## src/rtl/imem_loader.sv

```systemverilog
// imem_loader: streams a program image into the 256x16 instruction RAM.
// Bytes arrive over a valid/ready handshake, are paired big-endian into
// 16-bit words and written one word per WR cycle. A trailing XOR checksum
// byte is compared against the running XOR of all payload bytes. The CPU
// is held in stall for the whole load.
module imem_loader #(
    parameter int ADDR_W = 8,
    parameter int DATA_W = 16
) (
    input  logic              clk,
    input  logic              rst_n,
    input  logic              start,
    input  logic [ADDR_W-1:0] base_addr,
    input  logic [ADDR_W:0]   word_count,
    input  logic              in_valid,
    input  logic [7:0]        in_data,
    output logic              in_ready,
    output logic              wr_en,
    output logic [ADDR_W-1:0] wr_addr,
    output logic [DATA_W-1:0] wr_data,
    output logic              busy,
    output logic              cpu_hold,
    output logic              done,
    output logic              err
);

    // Remaining-word counter is one bit wider than the address so that a
    // full 256-word image can be represented.
    localparam int              CNT_W     = ADDR_W + 1;
    localparam logic [CNT_W-1:0] MAX_WORDS = CNT_W'(1) << ADDR_W;

    typedef enum logic [2:0] {
        S_IDLE = 3'd0,
        S_HI   = 3'd1,
        S_LO   = 3'd2,
        S_WR   = 3'd3,
        S_CK   = 3'd4,
        S_FIN  = 3'd5
    } state_t;

    state_t              state_reg;
    state_t              state_next;

    logic [ADDR_W-1:0]   addr_reg;
    logic [CNT_W-1:0]    remaining_reg;
    logic [7:0]          csum_reg;
    logic [7:0]          hi_byte_reg;
    logic [ADDR_W-1:0]   wr_addr_reg;
    logic [DATA_W-1:0]   wr_data_reg;
    logic                err_reg;

    logic                accept;
    logic                start_ok;
    logic [CNT_W-1:0]    count_sat;

    // A start is only meaningful while idle; anywhere else it is dropped.
    assign start_ok  = start && (state_reg == S_IDLE);
    assign accept    = in_valid && in_ready;
    // Oversized requests clamp to the full memory depth.
    assign count_sat = (word_count > MAX_WORDS) ? MAX_WORDS : word_count;

    // State register.
    always_ff @(posedge clk or negedge rst_n) begin
        if (!rst_n) begin
            state_reg <= S_IDLE;
        end else begin
            state_reg <= state_next;
        end
    end

    // Next-state decode.
    always_comb begin
        state_next = state_reg;
        unique case (state_reg)
            S_IDLE: begin
                if (start) begin
                    state_next = (count_sat == '0) ? S_FIN : S_HI;
                end
            end
            S_HI: begin
                if (accept) begin
                    state_next = S_LO;
                end
            end
            S_LO: begin
                if (accept) begin
                    state_next = S_WR;
                end
            end
            S_WR: begin
                // Last word written: only the checksum byte is left.
                state_next = (remaining_reg == CNT_W'(1)) ? S_CK : S_HI;
            end
            S_CK: begin
                if (accept) begin
                    state_next = S_FIN;
                end
            end
            S_FIN: begin
                state_next = S_IDLE;
            end
            default: begin
                state_next = S_IDLE;
            end
        endcase
    end

    // Output decode: all handshake/status strobes are pure functions of state.
    always_comb begin
        in_ready = 1'b0;
        wr_en    = 1'b0;
        busy     = 1'b0;
        done     = 1'b0;
        unique case (state_reg)
            S_IDLE: begin
            end
            S_HI, S_LO: begin
                in_ready = 1'b1;
                busy     = 1'b1;
            end
            S_WR: begin
                wr_en = 1'b1;
                busy  = 1'b1;
            end
            S_CK: begin
                in_ready = 1'b1;
                busy     = 1'b1;
            end
            S_FIN: begin
                done = 1'b1;
            end
            default: begin
            end
        endcase
    end

    assign cpu_hold = busy;
    assign wr_addr  = wr_addr_reg;
    assign wr_data  = wr_data_reg;
    assign err      = err_reg;

    // Load parameters and word counter: latched on start, stepped per write.
    always_ff @(posedge clk or negedge rst_n) begin
        if (!rst_n) begin
            addr_reg      <= '0;
            remaining_reg <= '0;
        end else if (start_ok) begin
            addr_reg      <= base_addr;
            remaining_reg <= count_sat;
        end else if (state_reg == S_WR) begin
            // Address wraps naturally at the top of memory.
            addr_reg      <= addr_reg + 1'b1;
            remaining_reg <= remaining_reg - 1'b1;
        end
    end

    // Running checksum over payload bytes and the held high byte.
    always_ff @(posedge clk or negedge rst_n) begin
        if (!rst_n) begin
            csum_reg    <= '0;
            hi_byte_reg <= '0;
        end else if (start_ok) begin
            csum_reg    <= '0;
        end else if (accept && (state_reg == S_HI)) begin
            hi_byte_reg <= in_data;
            csum_reg    <= csum_reg ^ in_data;
        end else if (accept && (state_reg == S_LO)) begin
            csum_reg    <= csum_reg ^ in_data;
        end
    end

    // Write port registers: loaded with the low byte so the write fires in
    // the following cycle, and held afterwards so the RAM port stays quiet.
    always_ff @(posedge clk or negedge rst_n) begin
        if (!rst_n) begin
            wr_addr_reg <= '0;
            wr_data_reg <= '0;
        end else if (accept && (state_reg == S_LO)) begin
            wr_addr_reg <= addr_reg;
            wr_data_reg <= {hi_byte_reg, in_data};
        end
    end

    // Checksum verdict: cleared by a new load, set by the trailing byte.
    always_ff @(posedge clk or negedge rst_n) begin
        if (!rst_n) begin
            err_reg <= 1'b0;
        end else if (start_ok) begin
            err_reg <= 1'b0;
        end else if (accept && (state_reg == S_CK)) begin
            err_reg <= (in_data != csum_reg);
        end
    end

`ifndef SYNTHESIS
    // The WR bubble must never coincide with a byte being taken.
    a_wr_bubble: assert property (@(posedge clk) disable iff (!rst_n)
        wr_en |-> !in_ready);

    // Done is a single-cycle pulse.
    a_done_pulse: assert property (@(posedge clk) disable iff (!rst_n)
        done |=> !done);
`endif

endmodule
```

## config.mk

```make
export PLATFORM = sky130hd
export DESIGN_NAME = imem_loader
export DESIGN_NICKNAME = d
export VERILOG_FILES = /design/src/rtl/imem_loader.sv
export SDC_FILE = /design/constraint.sdc
export NUM_CORES = 1
export LEC_CHECK = 0
export CORE_ASPECT_RATIO = 0.9
export CORE_MARGIN = 5
export CORE_UTILIZATION = 30
export DETAILED_ROUTE_END_ITERATION = 12
export PLACE_DENSITY_LB_ADDON = 0.05
export SYNTH_ARGS = -nofsm -noshare
export SYNTH_HDL_FRONTEND = slang
export SYNTH_SLANG_ARGS = --single-unit
```

## constraint.sdc

```tcl
create_clock -name clk -period 1.8 [get_ports clk]
set_clock_uncertainty 0.05 [all_clocks]
set_input_delay 0.36 -clock clk [delete_from_list [all_inputs] [get_ports clk]]
set_output_delay 0.36 -clock clk [all_outputs]
set_load 0.01 [all_outputs]
```

==> key figures <==
Logic synthesis
  • Yosys warns: 0
  • Yosys cell types: 41
  • Synth top area share: 0.520
  • FFs w/ async S/R, synth: 1.00
  • #FFs+latches synth: 61
  • Mean Syn Cell Area: approximately 8.8 µm²
  • Sequential area share after synthesis: 0.520
  • Post-synth top area cell: dfrtp_1
  • Most frequent cell after synthesis: nand2_1
  • EDFF count, synth: 0
  • Top FF cell, synth: dfrtp_1
  • Syn Nets: about 370
  • Syn Inst Count: roughly 340
  • Commonest cells in the synthesized netlist: 117 x nand2_1, 61 x dfrtp_1, 32 x o21ai_0
  • Top cells by area, synth: dfrtp_1 52%, nand2_1 15%, o21ai_0 5.5%
  • Mapped Area: slightly below 0.003 mm²

Floorplan
  • Core area: slightly below 0.01 mm²
  • Initial core utilization: 0.305
  • Num ports: 59
  • Die X: roughly 110 µm
  • Die ar.: around 0.012 mm²
  • Cell Rows: 34
  • Die H: 104 µm

Clocking
  • Root buf cell: clkbuf_8
  • Clock slew seen by the registers of the worst setup and hold paths: roughly 0.07 ns
  • CTS Sinks: 61
  • Clock latency on the worst-skew pair: approximately 0.34 ns
  • CTS buffer count: 9
  • H-tree levels: 3
  • Clock Tree Buf Depth: 2
  • CTS tree: done

Timing
  • Final hold viol count: 0
  • Final setup fails: 0
  • Min Tclk post-route: approximately 1.8 ns
  • Max Freq: 563 MHz
  • Fin crit share: 0.987
  • RSZ-0062 raised after global routing: yes
  • Max transition margin: 0.750
  • Slew Limit Fails: 0
  • Worst slew pin tran: 0.372 ns

Worst setup path
  • Critical-path top delay cell: dfrtp_1
  • WS Path Type: flip-flop to output pin
  • WP depth: 5
  • Crit path max-delay family: flip-flops
  • End point of the critical path: busy
  • Crit path max fanout: 2
  • Reg2Reg Depth: 4
  • RR Endpoint: state_reg[0]$_DFFE_PN0P_
  • Worst setup EP type: output pin
  • FF-to-FF setup slack: ~0.030 ns
  • Worst EP arrival: between 1 and 1.5 ns
  • Bufs and invs on worst path: 2
  • Launching point of the worst reg2reg path: remaining_reg[3]$_DFFE_PN0P_
  • Critical path required time: around 1.4 ns
  • Most used cell, CP: buf_6
  • Cell-by-cell trace of the critical path: buf_6 > xnor2_1 > o21ai_2 > nand2b_4 > buf_6
  • Critical Path Start: state_reg[1]$_DFFE_PN0P_
  • Startpoint Class: flip-flop
  • Critical path's largest stage delay: roughly 0.40 ns

Run status
  • Status: complete, no violations

Worst hold path
  • Worst Hold Class: flip-flop to flip-flop

GRT
  • Total track usage: 0.144
  • Initial antenna violation count: 0
  • Number of global-route vias before repair: between 2000 and 3000
  • First-pass GRT wire length: roughly 14000 µm
  • Largest net degree at the start of global routing: a little over 60
  • Total gr overflow: 0

Final layout
  • Post-layout util: 0.444
  • Fillers: between 1000 and 1500
  • ANT cells: 0
  • Area growth, synth to finish: 45.3%
  • Final #Nets: around 460
  • Largest register FFs: 16
  • Final instance area: around 0.0043 mm²
  • Layout cell share with drive strength beyond 1: 0.190

Power and ir drop
  • VDD IR max: ~0.54 mV
  • Pleak: ~0.0019 µW
  • Pwr Density: 1640 mW/mm²
  • Final Power: 7000 µW

Detailed routing
  • WL/cell: between 10 and 15 µm
  • TritonRoute pass-1 iters: 4
  • Starting DRT DRC Count: around 70
  • Via count: roughly 2600
  • Drt drc: 0
  • Wirelength, routed: ~8200 µm
  • Vias per cell: around 4.7
  • Antenna Violating Nets Remaining: 0

Place
  • DP Area: just under 0.004 mm²
  • Post-DP HPWL: between 5000 and 6000 µm
  • Buffers on Ports: just under 60
  • GP Congestion: ~0.75

Flow run
  • Max-Cap Viols: 0
## repair_timing
action	4_1_cts	5_1_grt
hold buffers	1	0
pin swaps	3	7
endpoints found under the setup margin	6	19
setup buffers	4	2
endpoints found under the hold margin	61	0
resized for setup	29	22
## cell usage in the layout (no fill, tap or decap), types with 3 or more instances in the layout
| cell type | Yosys | final |
|---|---|---|
| dfrtp_1 | 61 | 60 |
| nand2b_1 | 4 | 3 |
| a21oi_1 | 15 | 15 |
| nand2_1 | 117 | 117 |
| o21ai_0 | 32 | 25 |
| nor2_1 | 9 | 7 |
| inv_1 | 4 | 3 |
| xnor2_1 | 15 | 15 |
| clkinv_2 | 0 | 3 |
| clkbuf_8 | 0 | 9 |
| buf_4 | 1 | 38 |
| nand3_1 | 10 | 10 |
| o21ai_2 | 0 | 4 |
| buf_6 | 0 | 7 |
| ha_1 | 3 | 3 |
| nor3_1 | 3 | 3 |
| and3_1 | 4 | 4 |
| clkdlybuf4s50_1 | 0 | 52 |
| nand4_1 | 3 | 3 |
| o211ai_1 | 4 | 4 |
| o21ai_1 | 1 | 4 |
## worst min path at each step
| stage | from | endpoint | slack [ns] | cells past startpoint |
|---|---|---|---|---|
| floorplan | rst_n | addr_reg[0]$_DFFE_PN0P_ | 0.01 | 0 |
| global placement | rst_n | remaining_reg[2]$_DFFE_PN0P_ | 0.35 | 2 |
| detailed placement | rst_n | remaining_reg[2]$_DFFE_PN0P_ | 0.35 | 2 |
| CTS | wr_data[6]$_DFFE_PN0P_ | wr_data[6]$_DFFE_PN0P_ | 0.43 | 2 |
| global route | wr_data[11]$_DFFE_PN0P_ | wr_data[11]$_DFFE_PN0P_ | 0.45 | 2 |
| finish | wr_data[6]$_DFFE_PN0P_ | wr_data[6]$_DFFE_PN0P_ | 0.42 | 2 |
## metal layers
metal	vias to the layer above	GRT usage	wire (µm)	part of all wire
met2	47	0.217	3680	0.45
met5	-	0	0	0
li1	1323	-	-	-
met3	10	0.0378	338	0.041
met4	0	0.0433	105	0.013
met1	1239	0.202	4070	0.50
## logic make-up (layout without fill, tap and decap cells)
group / Yosys count / in the layout / synth area share
adders and majority gates: 3 / 3 / 0.0128
AOI/OAI and AO/OA: 61 / 61 / 0.118
xor gates and xnor gates: 17 / 17 / 0.0507
muxes: 1 / 1 / 0.00341
DFF: 61 / 61 / 0.520
buffers and inverters: 23 / 124 / 0.0328
and+or+nand+nor: 169 / 169 / 0.263
## final cells by class
type,instances,area (µm²),area share
Clock buffer,11,131,0.0308
Clock inverter,5,75.1,0.0176
Inverter,6,25.0,0.00586
Multi-Input combinational cell,251,1410,0.330
Sequential cell,61,1530,0.358
Tap cell,126,158,0.0369
Timing Repair Buffer,102,945,0.221
## worst min-delay path, stage by stage, from the launching register on
cell	delay (ns)
dfrtp_1	0.34
nand2_1	0.05
nand2_1	0.05
## report_power, final
part / total [µW] / switching, µW / leakage, µW / internal, µW
clock: 1320 / 548 / 0.000107 / 774
sequential: 2450 / 466 / 0.000771 / 1990
combinational: 3220 / 1510 / 0.00106 / 1710
total: 7000 / 2530 / 0.00193 / 4470
## through the flow
stage | TNS (ns) | hold slack, ns | cells | setup WS [ns]
floorplan | 0 | 0.0144 | 335 | 0.0182
CTS | -0.147 | 0.430 | 561 | -0.0549
detailed placement | -3.27 | 0.350 | 540 | -0.173
global route | -0.292 | 0.449 | 562 | -0.0639
global placement | -2.15 | 0.352 | 540 | -0.117
finish | 0 | 0.423 | 562 | 0.0234
Note: power is estimated with default switching activity, not from simulation.
